`config.mk`:
```
export PLATFORM = sky130hd
export DESIGN_NAME = result_line_packer_flat
export DESIGN_NICKNAME = d
export VERILOG_FILES = /design/src/rtl/result_line_packer_pkg.sv /design/src/rtl/result_line_packer_if.sv /design/src/rtl/result_line_packer.sv /design/src/flat_wrapper.sv
export SDC_FILE = /design/constraint.sdc
export NUM_CORES = 2
export LEC_CHECK = 0
export BUFFER_PORTS_ARGS = -buffer_cell sky130_fd_sc_hd__buf_2
export CORE_MARGIN = 2
export CORE_UTILIZATION = 38
export CTS_CLUSTER_DIAMETER = 60
export DETAILED_ROUTE_END_ITERATION = 10
export PLACE_DENSITY_LB_ADDON = 0.08
export SLEW_MARGIN = 40
export SYNTH_ARGS = -nofsm -noshare
export SYNTH_HDL_FRONTEND = slang
export SYNTH_SLANG_ARGS = --single-unit
```
`constraint.sdc`:
```
create_clock -name clk -period 72 [get_ports clk]
set_clock_uncertainty 0.1 [all_clocks]
set_input_delay 10.8 -clock clk [delete_from_list [all_inputs] [get_ports clk]]
set_output_delay 10.8 -clock clk [all_outputs]
set_load 0.05 [all_outputs]
```
`src/rtl/result_line_packer_pkg.sv`:
```
`default_nettype none
// ============================================================================
// Module      : result_packer_pkg
// Description : Shared widths and types for the result-line packer and the
//               AFU c1Tx write path that consumes its packed lines.
// Revision    : 1.0 - initial release
// ============================================================================
package result_packer_pkg;

    localparam int DATA_LEN  = 32;
    localparam int LINE_BITS = 512;
    localparam int LANES     = LINE_BITS / DATA_LEN;
    localparam int CNT_W     = $clog2(LANES) + 1;

    // Lane count of a line: 0..LANES, hence one extra bit over log2(LANES)
    typedef logic [CNT_W-1:0]     t_lane_cnt;
    typedef logic [LINE_BITS-1:0] t_line;

endpackage : result_packer_pkg
`default_nettype wire

```
`src/rtl/result_line_packer_if.sv`:
```
`default_nettype none
// ============================================================================
// Module      : result_line_packer_if
// Description : Word-in / line-out handshake bundle of the result-line packer.
//               master = word producer and line consumer, slave = packer.
// Revision    : 1.0 - initial release
// ============================================================================
interface result_line_packer_if #(
    parameter int DATA_LEN  = result_packer_pkg::DATA_LEN,
    parameter int LINE_BITS = result_packer_pkg::LINE_BITS
);
    localparam int LANES = LINE_BITS / DATA_LEN;
    localparam int CNT_W = $clog2(LANES) + 1;

    logic                 in_valid;
    logic [DATA_LEN-1:0]  in_data;
    logic                 in_ready;
    logic                 flush;
    logic                 out_valid;
    logic [LINE_BITS-1:0] out_data;
    logic [CNT_W-1:0]     out_count;
    logic                 out_ready;
    logic [31:0]          lines_emitted;
    logic                 busy;

    modport master (
        output in_valid, in_data, flush, out_ready,
        input  in_ready, out_valid, out_data, out_count, lines_emitted, busy
    );

    modport slave (
        input  in_valid, in_data, flush, out_ready,
        output in_ready, out_valid, out_data, out_count, lines_emitted, busy
    );

endinterface : result_line_packer_if
`default_nettype wire

```
`src/rtl/result_line_packer.sv`:
```
`default_nettype none
// ============================================================================
// Module      : result_line_packer
// Description : Packs DATA_LEN-bit multiplier results into LINE_BITS cache
//               lines. Lines close when full or on flush; a single output
//               register holds the line until the write path takes it.
// Revision    : 1.0 - initial release
// ============================================================================
module result_line_packer #(
    parameter int DATA_LEN  = result_packer_pkg::DATA_LEN,
    parameter int LINE_BITS = result_packer_pkg::LINE_BITS
) (
    input  wire                   clk,
    input  wire                   reset,
    result_line_packer_if.slave   bus
);

    localparam int LANES = LINE_BITS / DATA_LEN;
    localparam int CNT_W = $clog2(LANES) + 1;

    logic [CNT_W-1:0]     r_asm_cnt;
    logic [LINE_BITS-1:0] r_asm_data;
    logic                 r_flush_pending;
    logic                 r_out_valid;
    logic [LINE_BITS-1:0] r_out_data;
    logic [CNT_W-1:0]     r_out_count;
    logic [31:0]          r_lines_emitted;

    logic w_in_ready;
    logic w_accept;
    logic w_line_closed;
    logic w_transfer;
    logic w_handshake;

    // in_ready comes from registers only, so upstream never sees a path
    // from out_ready or in_valid.
    assign w_in_ready    = (r_asm_cnt < CNT_W'(LANES)) && !r_flush_pending;
    assign w_accept      = bus.in_valid && w_in_ready;
    assign w_line_closed = (r_asm_cnt == CNT_W'(LANES)) ||
                           (r_flush_pending && (r_asm_cnt != '0));
    assign w_transfer    = w_line_closed && (!r_out_valid || bus.out_ready);
    assign w_handshake   = r_out_valid && bus.out_ready;

    // Assembly register: write accepted word into its lane, clear on hand-off.
    // A closed line blocks in_ready, so accept and transfer never coincide.
    always_ff @(posedge clk or posedge reset) begin
        if (reset) begin
            r_asm_cnt  <= '0;
            r_asm_data <= '0;
        end else if (w_transfer) begin
            r_asm_cnt  <= '0;
            r_asm_data <= '0;
        end else if (w_accept) begin
            for (int k = 0; k < LANES; k++) begin
                if (r_asm_cnt == CNT_W'(k)) begin
                    r_asm_data[k*DATA_LEN +: DATA_LEN] <= bus.in_data;
                end
            end
            r_asm_cnt <= r_asm_cnt + CNT_W'(1);
        end
    end

    // Flush request: held until the partial line leaves, or dropped when
    // there turns out to be nothing to close (empty or already-taken line).
    always_ff @(posedge clk or posedge reset) begin
        if (reset) begin
            r_flush_pending <= 1'b0;
        end else if (bus.flush) begin
            r_flush_pending <= 1'b1;
        end else if (w_transfer || (r_asm_cnt == '0)) begin
            r_flush_pending <= 1'b0;
        end
    end

    // Output register and hand-off counter; data stays stable while stalled.
    always_ff @(posedge clk or posedge reset) begin
        if (reset) begin
            r_out_valid     <= 1'b0;
            r_out_data      <= '0;
            r_out_count     <= '0;
            r_lines_emitted <= '0;
        end else begin
            if (w_transfer) begin
                r_out_valid <= 1'b1;
                r_out_data  <= r_asm_data;
                r_out_count <= r_asm_cnt;
            end else if (w_handshake) begin
                r_out_valid <= 1'b0;
            end
            if (w_handshake) begin
                r_lines_emitted <= r_lines_emitted + 32'd1;
            end
        end
    end

    assign bus.in_ready      = w_in_ready;
    assign bus.out_valid     = r_out_valid;
    assign bus.out_data      = r_out_data;
    assign bus.out_count     = r_out_count;
    assign bus.lines_emitted = r_lines_emitted;
    assign bus.busy          = (r_asm_cnt != '0) || r_out_valid || r_flush_pending;

endmodule : result_line_packer
`default_nettype wire
```
`src/flat_wrapper.sv`:
```
// flat-port wrapper written by rule: the top's interface ports become plain ports
module result_line_packer_flat 
#(
    parameter int DATA_LEN  = result_packer_pkg::DATA_LEN,
    parameter int LINE_BITS = result_packer_pkg::LINE_BITS
)
  (clk, reset, bus_in_valid, bus_in_data, bus_flush, bus_out_ready, bus_in_ready, bus_out_valid, bus_out_data, bus_out_count, bus_lines_emitted, bus_busy);
  result_line_packer_if #(.DATA_LEN(DATA_LEN), .LINE_BITS(LINE_BITS)) bus_i ();
  input  wire clk;
  input  wire reset;
  input wire logic [$bits(bus_i.in_valid)-1:0] bus_in_valid;
  input wire logic [$bits(bus_i.in_data)-1:0] bus_in_data;
  input wire logic [$bits(bus_i.flush)-1:0] bus_flush;
  input wire logic [$bits(bus_i.out_ready)-1:0] bus_out_ready;
  output wire logic [$bits(bus_i.in_ready)-1:0] bus_in_ready;
  output wire logic [$bits(bus_i.out_valid)-1:0] bus_out_valid;
  output wire logic [$bits(bus_i.out_data)-1:0] bus_out_data;
  output wire logic [$bits(bus_i.out_count)-1:0] bus_out_count;
  output wire logic [$bits(bus_i.lines_emitted)-1:0] bus_lines_emitted;
  output wire logic [$bits(bus_i.busy)-1:0] bus_busy;
  assign bus_i.in_valid = bus_in_valid;
  assign bus_i.in_data = bus_in_data;
  assign bus_i.flush = bus_flush;
  assign bus_i.out_ready = bus_out_ready;
  assign bus_in_ready = bus_i.in_ready;
  assign bus_out_valid = bus_i.out_valid;
  assign bus_out_data = bus_i.out_data;
  assign bus_out_count = bus_i.out_count;
  assign bus_lines_emitted = bus_i.lines_emitted;
  assign bus_busy = bus_i.busy;
  result_line_packer #(.DATA_LEN(DATA_LEN), .LINE_BITS(LINE_BITS)) u_core (.clk(clk), .reset(reset), .bus(bus_i));
endmodule
```
Yosys cells after proc, flatten, opt, wreduce, memory -nomap -nowiden
Index checks and enable logic that the tools add are counted.
{"block": "op_classes", "n_addsub": 2, "n_lt_le_gt_ge": 1, "n_eq_ne": 16, "n_mux": 24, "reduce_logical": 49}
{"cell": "$mux W512", "count": 2}
{"cell": "$mux W32", "count": 16}
{"cell": "$eq A5 B4 Y1 const B", "count": 8}
{"cell": "$reduce_bool A2 Y1", "count": 19}
{"cell": "$add A32 B1 Y32 const B", "count": 1}
{"cell": "$reduce_and A2 Y1", "count": 16}
{"cell": "$eq A5 B3 Y1 const B", "count": 4}
{"cell": "$eq A5 B2 Y1 const B", "count": 2}
{"cell": "$mux W5", "count": 2}
{"cell": "$add A5 B1 Y5 const B", "count": 1}
{"cell": "$eq A5 B1 Y1 const B", "count": 1}
{"cell": "$eq A5 B5 Y1 const B", "count": 1}
{"cell": "$logic_and A1 B1 Y1", "count": 5}
{"cell": "$logic_not A5 Y1", "count": 1}
{"cell": "$logic_or A1 B1 Y1", "count": 5}
{"cell": "$lt A5 B5 Y1 const B", "count": 1}
{"cell": "$reduce_bool A5 Y1", "count": 1}
{"cell": "$mux W1", "count": 4}
{"cell": "$logic_not A1 Y1", "count": 2}
{"block": "word_totals", "reg_bits": 1068, "in_bits": 37, "out_inout_bits": 552}

Logic depth before layout (Yosys ltp)
{"block": "logic_depth", "ltp_word": 7, "depth_mapped": 9, "mapped_depth_nobuf": 6}

Worst setup path before layout
No wires, ideal clock.
{"block": "synth_timing", "path_kind": "flip-flop to output port", "start": "register u_core.r_asm_cnt[0]", "end": "output port bus_busy", "t_arrival_ns": 1.834, "t_required_ns": 61.100, "slack_ns": 59.266, "path_stages_with_launch": 5, "n_path_buf": 0, "cell_sequence": "dfrtp_1 inv_1 ha_1 or3b_4 or4_1"}
{"block": "synth_via", "elab_chain_len": 3}
{"item": "start: declaration", "line_no": "result_line_packer.sv:21", "source": "logic [CNT_W-1:0] r_asm_cnt;"}
{"item": "start signal: assignment", "line_no": "result_line_packer.sv:59", "source": "r_asm_cnt <= r_asm_cnt + CNT_W'(1);"}
{"item": "$reduce_bool A5 Y1", "line_no": "result_line_packer.sv:101", "source": "assign bus.busy = (r_asm_cnt != '0) || r_out_valid || r_flush_pending;"}
{"item": "$logic_or A1 B1 Y1 (2 in series)", "line_no": "result_line_packer.sv:101"}
{"item": "end: declaration", "line_no": "flat_wrapper.sv:20", "source": "output wire logic [$bits(bus_i.busy)-1:0] bus_busy;"}
No other way between the ends.

Final worst setup path
Ends and elaborated chain as after synthesis.

==> impl_metrics.yaml <==
yosys:
  synth_seq_cells: 1068
  yosysTopAreaCellShare_pct: 61.2
  syn_area_sq_um: 43700
  synth_nets: 3627
  async_flop_share_pct: 100
  avgSynthCellArea_sq_um: 12.2
  ys_seq_area_share_pct: 61.2
  synthFlopType: "dfrtp_1"
  ys_warn_count: 0
  synthTopCellsByCount: "dfrtp_1, nand2_1, mux2_4"
  synthTopCellsByArea: "dfrtp_1, mux2_4, nand2_1"
  yosysUniqueCellTypes: 35
  synth.largest_area_cell: "dfrtp_1"
  synth_edf_count: 0
  synth_cells: 3584
  synthMostInstantiatedCell: "dfrtp_1"
setup_path:
  ff2ff_setup_slack_ps: 66870
  start_kind: "flip-flop"
  slowest_stage: "or3b_4"
  crit_path_max_incr_delay_ps: 510
  crit_type: "flip-flop to output port"
  end_kind: "output port"
  cp.arrival_ps: 2900
  crit_fanout: 8
  path_cells: "inv_1, ha_1, or3b_4, or4_1, buf_2"
  crit_required_ps: 61100
floorplan:
  core-area_sq_um: 114000
  dieArea_sq_um: 118000
  rows: 124
  die_h_microns: 343
  initial_core_util_pct: 38.2
  ios: 589
  die_w_microns: 343
power:
  irDropWorstVdd_mv: 0.0309
  p_leak_nw: 25.6
  p_per_area_nw_per_um2: 35.2
final_layout:
  final_nets: 4098
  stdcell_count: 5656
  drive_gt1_share_pct: 32.9
  finalInstanceArea_sq_um: 51500
  syn_to_final_growth_pct: 18.0
  n_fill_cell: 10700
timing:
  fin_setup_tns_ps: 0
  fmax_ghz: 0.0725
  fin_crit_ps: 13800
  grt_setup_unrepaired: "no"
  slew_headroom_pct: 41.1
  hold_viol: 0
  setup_viol_count_final: 0
  tightestPinTransition_ps: 884
  min_period_over_period_pct: 19.2
  drv_slew: 0
clocking:
  post_cts_buffers: 0
  cts_resized: 0
  cts_inserted_buffers: 121
  cts-root-buf: "clkbuf_16"
  cts.path.max_buffers: 3
  cts_hold_buffers: 0
  clk_latency_ps: 700
  cts_tree: "yes"
  cts-htree-levels: 3
  cts.clk_slew.worst_paths_ps: 60
  cts.sinks: 1068
routing:
  drt_iter0_markers: 2469
  drc: 0
  routed_via_density: 4.97
  first_pass_iters: 5
  wirelength_mm: 137
  top_layer: "met5"
  wl_met1_mm: 64.3
  wl_met3_mm: 8.46
  wl_met2_mm: 61.5
  ant_nets: 0
  vias: 28100
  post_drt_wl_per_cell_microns: 24.3
placed_design:
  hpwl_mm: 82.3
  io_buffer_count: 588
  dp.cells: 5440
  placed_area_sq_um: 47600
  gp_congestion: 0.735
global_route:
  grt_pass1_vias: 26900
  grt_max_degree: 141
  antenna_found_initial: 15
  grt_util_all_layers_pct: 22.9
  grt_pass1_wl_mm: 197
  grt_overflow_total: 0
run:
  max_cap_viol_count: 0
worst_hold_path:
  min_path_type: "flip-flop to flip-flop"
run_status:
  outcome: "complete, no violations"
-- worst max-delay path, delay by kind of cell, from the launching register on --
| kind | cells | cell delay [ps] |
|---|---|---|
| and+or+nand+nor | 2 | 920 |
| DFF | 1 | 450 |
| buffers and inverters | 2 | 360 |
| adders and majority gates | 1 | 450 |
-- power by group --
group	internal (mW)	switching, mW
registers	0.668	0.0552
logic	0.154	0.331
clock network	0.356	0.250
total	1.18	0.636
-- metal layers --
layer,track usage [%],vias up
met1,34.4,14400
li1,-,12800
met2,34.0,819
met4,6.20,2
met3,3.75,161
met5,0,-
-- path summary, 6_finish.rpt --
kind / start / to / depth (start not counted)
worst max-delay path: u_core.r_asm_cnt[0] / bus_busy / 5
worst min-delay path: u_core.bus.lines_emitted[31] / u_core.bus.lines_emitted[31] / 1
worst max register to register: u_core.r_asm_cnt[0] / u_core.bus.out_data[69] / 10
worst min register to register: u_core.bus.lines_emitted[31] / u_core.bus.lines_emitted[31] / 1
max in group asynchronous: reset / u_core.r_asm_data[185] / 6
min in group asynchronous: reset / u_core.bus.out_data[24] / 2
-- through the flow --
step                      utilization (%)  hold WS (ps)  power [mW]  worst slack [ps]
after CTS                            45.0           374        1.83             58100
after detailed placement             41.6           364        1.22             57360
after global placement               41.4           365        1.22             56570
after global routing                 45.1           404        1.89             58030
final                                45.1           371        1.81             58200
after floorplan                         -           381        1.12             31040
-- registers in the layout, indices dropped and copies added (netlist names) --
name	cells
u_core.bus.out_count	5
u_core.bus.out_valid	1
u_core.bus.out_data	512
u_core.r_asm_cnt	5
u_core.r_asm_data	512
u_core.r_flush_pending	1
u_core.bus.lines_emitted	32
-- area by class of cell --
cell class / count / area, sq um / area share (%)
tap: 1512 / 1890 / 3.67
sequential: 1068 / 26700 / 51.9
timing repair buffer: 645 / 3660 / 7.11
antenna: 7 / 17.5 / 0.0340
inverter: 6 / 35.0 / 0.0680
clock inverter: 30 / 405 / 0.787
multi-input combinational: 2213 / 15400 / 29.8
clock buffer: 175 / 3430 / 6.66
-- logic make-up after synthesis --
| kind of cell | synth area share [%] |
|---|---|
| buf+inv | 3.84 |
| xor+xnor | 0.682 |
| mux | 17.8 |
| compound gates | 5.99 |
| fa+ha+maj | 0.172 |
| simple gates | 10.3 |
| flops | 61.2 |
-- layout by cell type (no fill, tap or decap), drive strengths merged, types with 5 or more instances in the layout --
cell type  count
diode          7
inv           11
xnor2         29
bufinv         8
o21ai         32
nor2          15
xor2           5
clkbuf       175
a21oi        482
and4           6
mux2         518
clkinv        14
and3          15
ha             6
nand3         22
buf          645
nand4         19
nand2       1041
dfrtp       1068
No activity file was read; power rests on OpenSTA's default activity.
